### config.mk
export PLATFORM = sky130hd
export DESIGN_NAME = ddram_arbiter
export DESIGN_NICKNAME = d
export VERILOG_FILES = /design/src/rtl/ddram_arb_pkg.sv /design/src/rtl/ddram_beat_counter.sv /design/src/rtl/ddram_arbiter.sv
export SDC_FILE = /design/constraint.sdc
export NUM_CORES = 1
export LEC_CHECK = 0
export ABC_AREA = 1
export BUFFER_PORTS_ARGS = -buffer_cell sky130_fd_sc_hd__clkbuf_2
export CAP_MARGIN = 20
export CORE_AREA = 4 4 203 205
export DETAILED_ROUTE_END_ITERATION = 6
export DIE_AREA = 0 0 207 209
export GPL_ROUTABILITY_DRIVEN = 0
export GPL_TIMING_DRIVEN = 0
export PLACE_DENSITY_LB_ADDON = 0.25
export REMOVE_ABC_BUFFERS = 1
export SLEW_MARGIN = 25
export SYNTH_ARGS = -nofsm -noshare
export SYNTH_HDL_FRONTEND = slang
export SYNTH_HIERARCHICAL = 1
export SYNTH_SLANG_ARGS = --single-unit
### constraint.sdc
create_clock -name i_clk -period 4.96 [get_ports i_clk]
set_input_delay 0.992 -clock i_clk [delete_from_list [all_inputs] [get_ports i_clk]]
set_output_delay 0.992 -clock i_clk [all_outputs]
set_load 0.02 [all_outputs]
### src/rtl/ddram_arb_pkg.sv
// Shared types and widths for the two-client DDR arbiter.
package ddram_arb_pkg;

    localparam int ADDR_W = 29;
    localparam int DATA_W = 64;
    localparam int BE_W   = 8;

    typedef enum logic [1:0] {
        S_IDLE,
        S_WRITE,
        S_RD_CMD,
        S_RD_DATA
    } arb_state_t;

    typedef logic client_idx_t;

endpackage

### src/rtl/ddram_beat_counter.sv
// Burst beat counter: latches the burst length at grant, counts accepted beats,
// flags the final beat. A zero length is treated as a single beat.
module ddram_beat_counter #(
    parameter int BURST_W = 8
) (
    input  logic               i_clk,
    input  logic               i_nrst,
    input  logic               load,
    input  logic [BURST_W-1:0] burstcnt,
    input  logic               inc,
    output logic               last
);

    logic [BURST_W-1:0] len;
    logic [BURST_W-1:0] cnt;
    logic [BURST_W-1:0] cnt_inc;

    assign cnt_inc = cnt + BURST_W'(1);
    assign last    = (cnt_inc == len);

    always_ff @(posedge i_clk or negedge i_nrst) begin
        if (!i_nrst) begin
            cnt <= '0;
            len <= BURST_W'(1);
        end else if (load) begin
            cnt <= '0;
            len <= (burstcnt == '0) ? BURST_W'(1) : burstcnt;
        end else if (inc) begin
            cnt <= cnt_inc;
        end
    end

endmodule

### src/rtl/ddram_arbiter.sv
// Two-client Avalon-style DDR arbiter (client 0 = GPU, client 1 = loader).
//   state     | meaning
//   S_IDLE    | no owner, all clients stalled, arbitrate pending requests
//   S_WRITE   | owner's write burst passed through until the last beat
//   S_RD_CMD  | owner's read command presented until memory accepts it
//   S_RD_DATA | read data beats routed to the owner until the last beat
module ddram_arbiter
    import ddram_arb_pkg::*;
#(
    parameter int FAIR    = 1,
    parameter int BURST_W = 8
) (
    input  logic               i_clk,
    input  logic               i_nrst,
    input  logic [ADDR_W-1:0]  c0_addr,
    input  logic [BURST_W-1:0] c0_burstcnt,
    input  logic               c0_rd,
    input  logic               c0_we,
    input  logic [DATA_W-1:0]  c0_din,
    input  logic [BE_W-1:0]    c0_be,
    output logic               c0_busy,
    output logic [DATA_W-1:0]  c0_dout,
    output logic               c0_dout_ready,
    input  logic [ADDR_W-1:0]  c1_addr,
    input  logic [BURST_W-1:0] c1_burstcnt,
    input  logic               c1_rd,
    input  logic               c1_we,
    input  logic [DATA_W-1:0]  c1_din,
    input  logic [BE_W-1:0]    c1_be,
    output logic               c1_busy,
    output logic [DATA_W-1:0]  c1_dout,
    output logic               c1_dout_ready,
    input  logic               mem_busy,
    input  logic [DATA_W-1:0]  mem_dout,
    input  logic               mem_dout_ready,
    output logic [ADDR_W-1:0]  mem_addr,
    output logic [BURST_W-1:0] mem_burstcnt,
    output logic               mem_rd,
    output logic               mem_we,
    output logic [DATA_W-1:0]  mem_din,
    output logic [BE_W-1:0]    mem_be
);

    arb_state_t  state, state_nxt;
    client_idx_t own, lg, grant;
    logic        req0, req1;
    logic        load, inc, last;
    logic        in_burst;
    logic        own_rd, own_we, sel_we;
    logic [BURST_W-1:0] sel_burstcnt;

    assign req0 = c0_rd | c0_we;
    assign req1 = c1_rd | c1_we;

    // Contention goes to the client that did not win last time when fair.
    assign grant = (req0 && req1) ? ((FAIR != 0) ? ~lg : 1'b0) : req1;

    assign sel_we       = grant ? c1_we : c0_we;
    assign sel_burstcnt = grant ? c1_burstcnt : c0_burstcnt;

    assign own_rd       = own ? c1_rd : c0_rd;
    assign own_we       = own ? c1_we : c0_we;
    assign mem_addr     = own ? c1_addr : c0_addr;
    assign mem_burstcnt = own ? c1_burstcnt : c0_burstcnt;
    assign mem_din      = own ? c1_din : c0_din;
    assign mem_be       = own ? c1_be : c0_be;

    always_comb begin
        state_nxt = state;
        load      = 1'b0;
        inc       = 1'b0;
        mem_rd    = 1'b0;
        mem_we    = 1'b0;
        case (state)
            S_IDLE: begin
                if (req0 || req1) begin
                    load      = 1'b1;
                    state_nxt = sel_we ? S_WRITE : S_RD_CMD;
                end
            end
            S_WRITE: begin
                mem_we = own_we;
                inc    = own_we & ~mem_busy;
                if (inc && last) state_nxt = S_IDLE;
            end
            S_RD_CMD: begin
                mem_rd = own_rd;
                if (own_rd && !mem_busy) state_nxt = S_RD_DATA;
            end
            S_RD_DATA: begin
                inc = mem_dout_ready;
                if (inc && last) state_nxt = S_IDLE;
            end
            default: state_nxt = S_IDLE;
        endcase
    end

    always_ff @(posedge i_clk or negedge i_nrst) begin
        if (!i_nrst) begin
            state <= S_IDLE;
            own   <= 1'b0;
            lg    <= 1'b1;
        end else begin
            state <= state_nxt;
            if (load) begin
                own <= grant;
                lg  <= grant;
            end
        end
    end

    assign in_burst      = (state != S_IDLE);
    assign c0_busy       = (in_burst && !own) ? mem_busy : 1'b1;
    assign c1_busy       = (in_burst &&  own) ? mem_busy : 1'b1;
    assign c0_dout       = mem_dout;
    assign c1_dout       = mem_dout;
    assign c0_dout_ready = (state == S_RD_DATA) && !own && mem_dout_ready;
    assign c1_dout_ready = (state == S_RD_DATA) &&  own && mem_dout_ready;

    ddram_beat_counter #(
        .BURST_W (BURST_W)
    ) u_beat_cnt (
        .i_clk    (i_clk),
        .i_nrst   (i_nrst),
        .load     (load),
        .burstcnt (sel_burstcnt),
        .inc      (inc),
        .last     (last)
    );

endmodule

==> out/metrics.cfg <==
[global_routing]
grt_max_degree = 121
use_met2 = 0.197
use_met3 = 0.169
grt_first_pass_wirelength_mm = 45.0
antenna_found_initial = 1
grt_busiest_layer = met2
met1_usage = 0.164
first_global_vias = 5039
track_usage = 0.151
grt_overflow = 0

[layout]
final_cell_mix = 386 x nand2_1, 340 x clkbuf_2, 41 x inv_1
seqCellArea_um2 = 507
drive_above_1_share = 0.403
multi_input_area_um2 = 1980
nets = 1187
area_delta_synth_final_pct = 35.9
fin_area_um2 = 5130
fill_cells = 4756
antenna-diode-count = 0
final_common_cell = nand2_1

[cts]
cts-resized-gates = 0
cts_tree = yes
cts.clk_slew.worst_paths_ns = 0.06
clkLatencyLatePin_ns = 0.25
numCtsBuffers = 3
h-tree-depth = 1
clock_sinks = 20
cts_root_buf = clkbuf_16
cts_buffer_depth = 2
post_cts_buffers = 0
ctsHoldBuffers = 0

[placement]
placed_area_um2 = 5040
port_buffers = 340
hpwlAfterDp_mm = 31.5

[worst_setup_path]
cp-end-kind = output port
cp_max_fo = 120
cp-start-kind = flip-flop
worstPathRequired_ns = 3.97
path_class = flip-flop to output port
arrival_ns = 2.36

[power_and_ir_drop]
p_leak_nw = 3.15
total_power_mw = 2.77
powerDensity_nw_per_um2 = 541
vdd_drop_max_mv = 0.164

[drt]
vias_per_cell = 3.52
dr_total_vias = 5002
drt_first_pass_iters = 4
wl_per_cell_um = 24.6
drtIter0Drc = 308
wl_mm = 34.9
drc = 0
ant_nets = 0

[logic_synthesis]
ys_warn_count = 6
synth_top_area_frac = 0.384
ys_seq_area_frac = 0.133
postSynthCellCount = 706
synth_area_leaders = nand2_1 38%, buf_4 25%, dfrtp_1 12%
netlist_area_um2 = 3770
syn_area_per_cell_um2 = 5.34
yosys.cell_types.count = 24
ys_ff_latch = 20
synth_top_area_cell = nand2_1

[timing]
fin_crit_ns = 3.35
hold_violations = 0
hold_slack_ns = 0.502
slew_viol_final = 0
worst_slew_pin_slew_ns = 0.910
grt_setup_unrepaired = no
maxSlewHeadroom = 0.393
period_share = 0.675
setup_violations = 0
max_freq_mhz = 299
finalClockSkew_ns = 0.00254

[run]
max_cap_viol_count = 0

[hold_path]
hp-class = flip-flop to flip-flop

[floorplanning]
dieWidth_um = 207
start_util = 0.0956
io-pin-count = 533
die_y_um = 209
die_area_um2 = 43300
core_area_um2 = 39500
std_cell_rows = 73

[outcome]
outcome = finished, final reports clean

[report_power, final]
group / internal [mW] / switching, mW
sequential: 0.228 / 0.101
clock: 0.123 / 0.0679
combinational: 0.596 / 1.66
[flip-flops by register name, indices dropped and copies added, names as in the netlist]
| register | flops |
|---|---|
| lg | 1 |
| own | 1 |
| u_beat_cnt/cnt | 8 |
| u_beat_cnt/len | 8 |
| state | 2 |
[cell usage after synthesis]
library cell and instances:
nand2_2 5, nor3_1 3, ha_1 1, a21oi_1 3, buf_2 15, inv_1 41
o21ai_2 1, buf_6 6, dfstp_2 2, inv_4 1, clkbuf_1 7, nand4_1 2
nand2_1 386, and2_1 1, nor2_1 17, nand3_1 30, o22ai_1 3, nor2_2 2
a21boi_0 1, dfrtp_1 18, nor2_4 2, buf_4 128, inv_2 1, o21ai_0 30
[cell type report]
class / count / share of cell area
repair buffers: 341 / 0.337
inverters: 43 / 0.0325
multi-input cells: 487 / 0.386
clock buffers: 4 / 0.0173
flip-flops and latches: 20 / 0.0988
well taps: 525 / 0.128
[final timing paths]
kind                         from  slack [ns]  cells past startpoint                end
max                           own        1.61                      4        mem_din[17]
min                            lg        0.50                      2                 lg
max reg2reg                   own        2.25                      9  u_beat_cnt/cnt[1]
min reg2reg                    lg        0.50                      2                 lg
max in group asynchronous  i_nrst        3.80                      1                own
min in group asynchronous  i_nrst        0.72                      1  u_beat_cnt/len[4]
[stage by stage]
| step | util | std cells | setup slack [ns] | TNS [ns] |
|---|---|---|---|---|
| global route | 0.130 | 1420 | 1.45 | 0 |
| global placement | 0.127 | 1415 | -1.46 | -145.29 |
| detailed placement | 0.128 | 1416 | 1.81 | 0 |
| finish | 0.130 | 1420 | 1.61 | 0 |
| floorplan | - | 550 | 0.555 | 0 |
| CTS | 0.130 | 1420 | 1.53 | 0 |
[cell families after synthesis]
kind of cell	after synthesis	share of synthesized area
buffers and inverters	199	0.343
adder cells (fa/ha/maj)	1	0.00332
AND/OR/NAND/NOR	448	0.467
flip-flops	20	0.133
AO/OA/AOI/OAI	38	0.0531
[per-layer routing]
metal	share of wire	wire length, µm	up-vias
li1	-	-	2383
met1	0.38	13100	2095
met2	0.37	12900	500
met3	0.24	8200	18
met4	0.011	368	6
met5	0.0079	276	-
[critical path, cell delays in order, from the launching register on]
cell and delay, ns:
dfrtp_4 0.69, inv_6 0.72, nand2_1 0.24, nand2_1 0.14
clkbuf_2 0.20
Note: power is estimated with default switching activity, not from simulation.
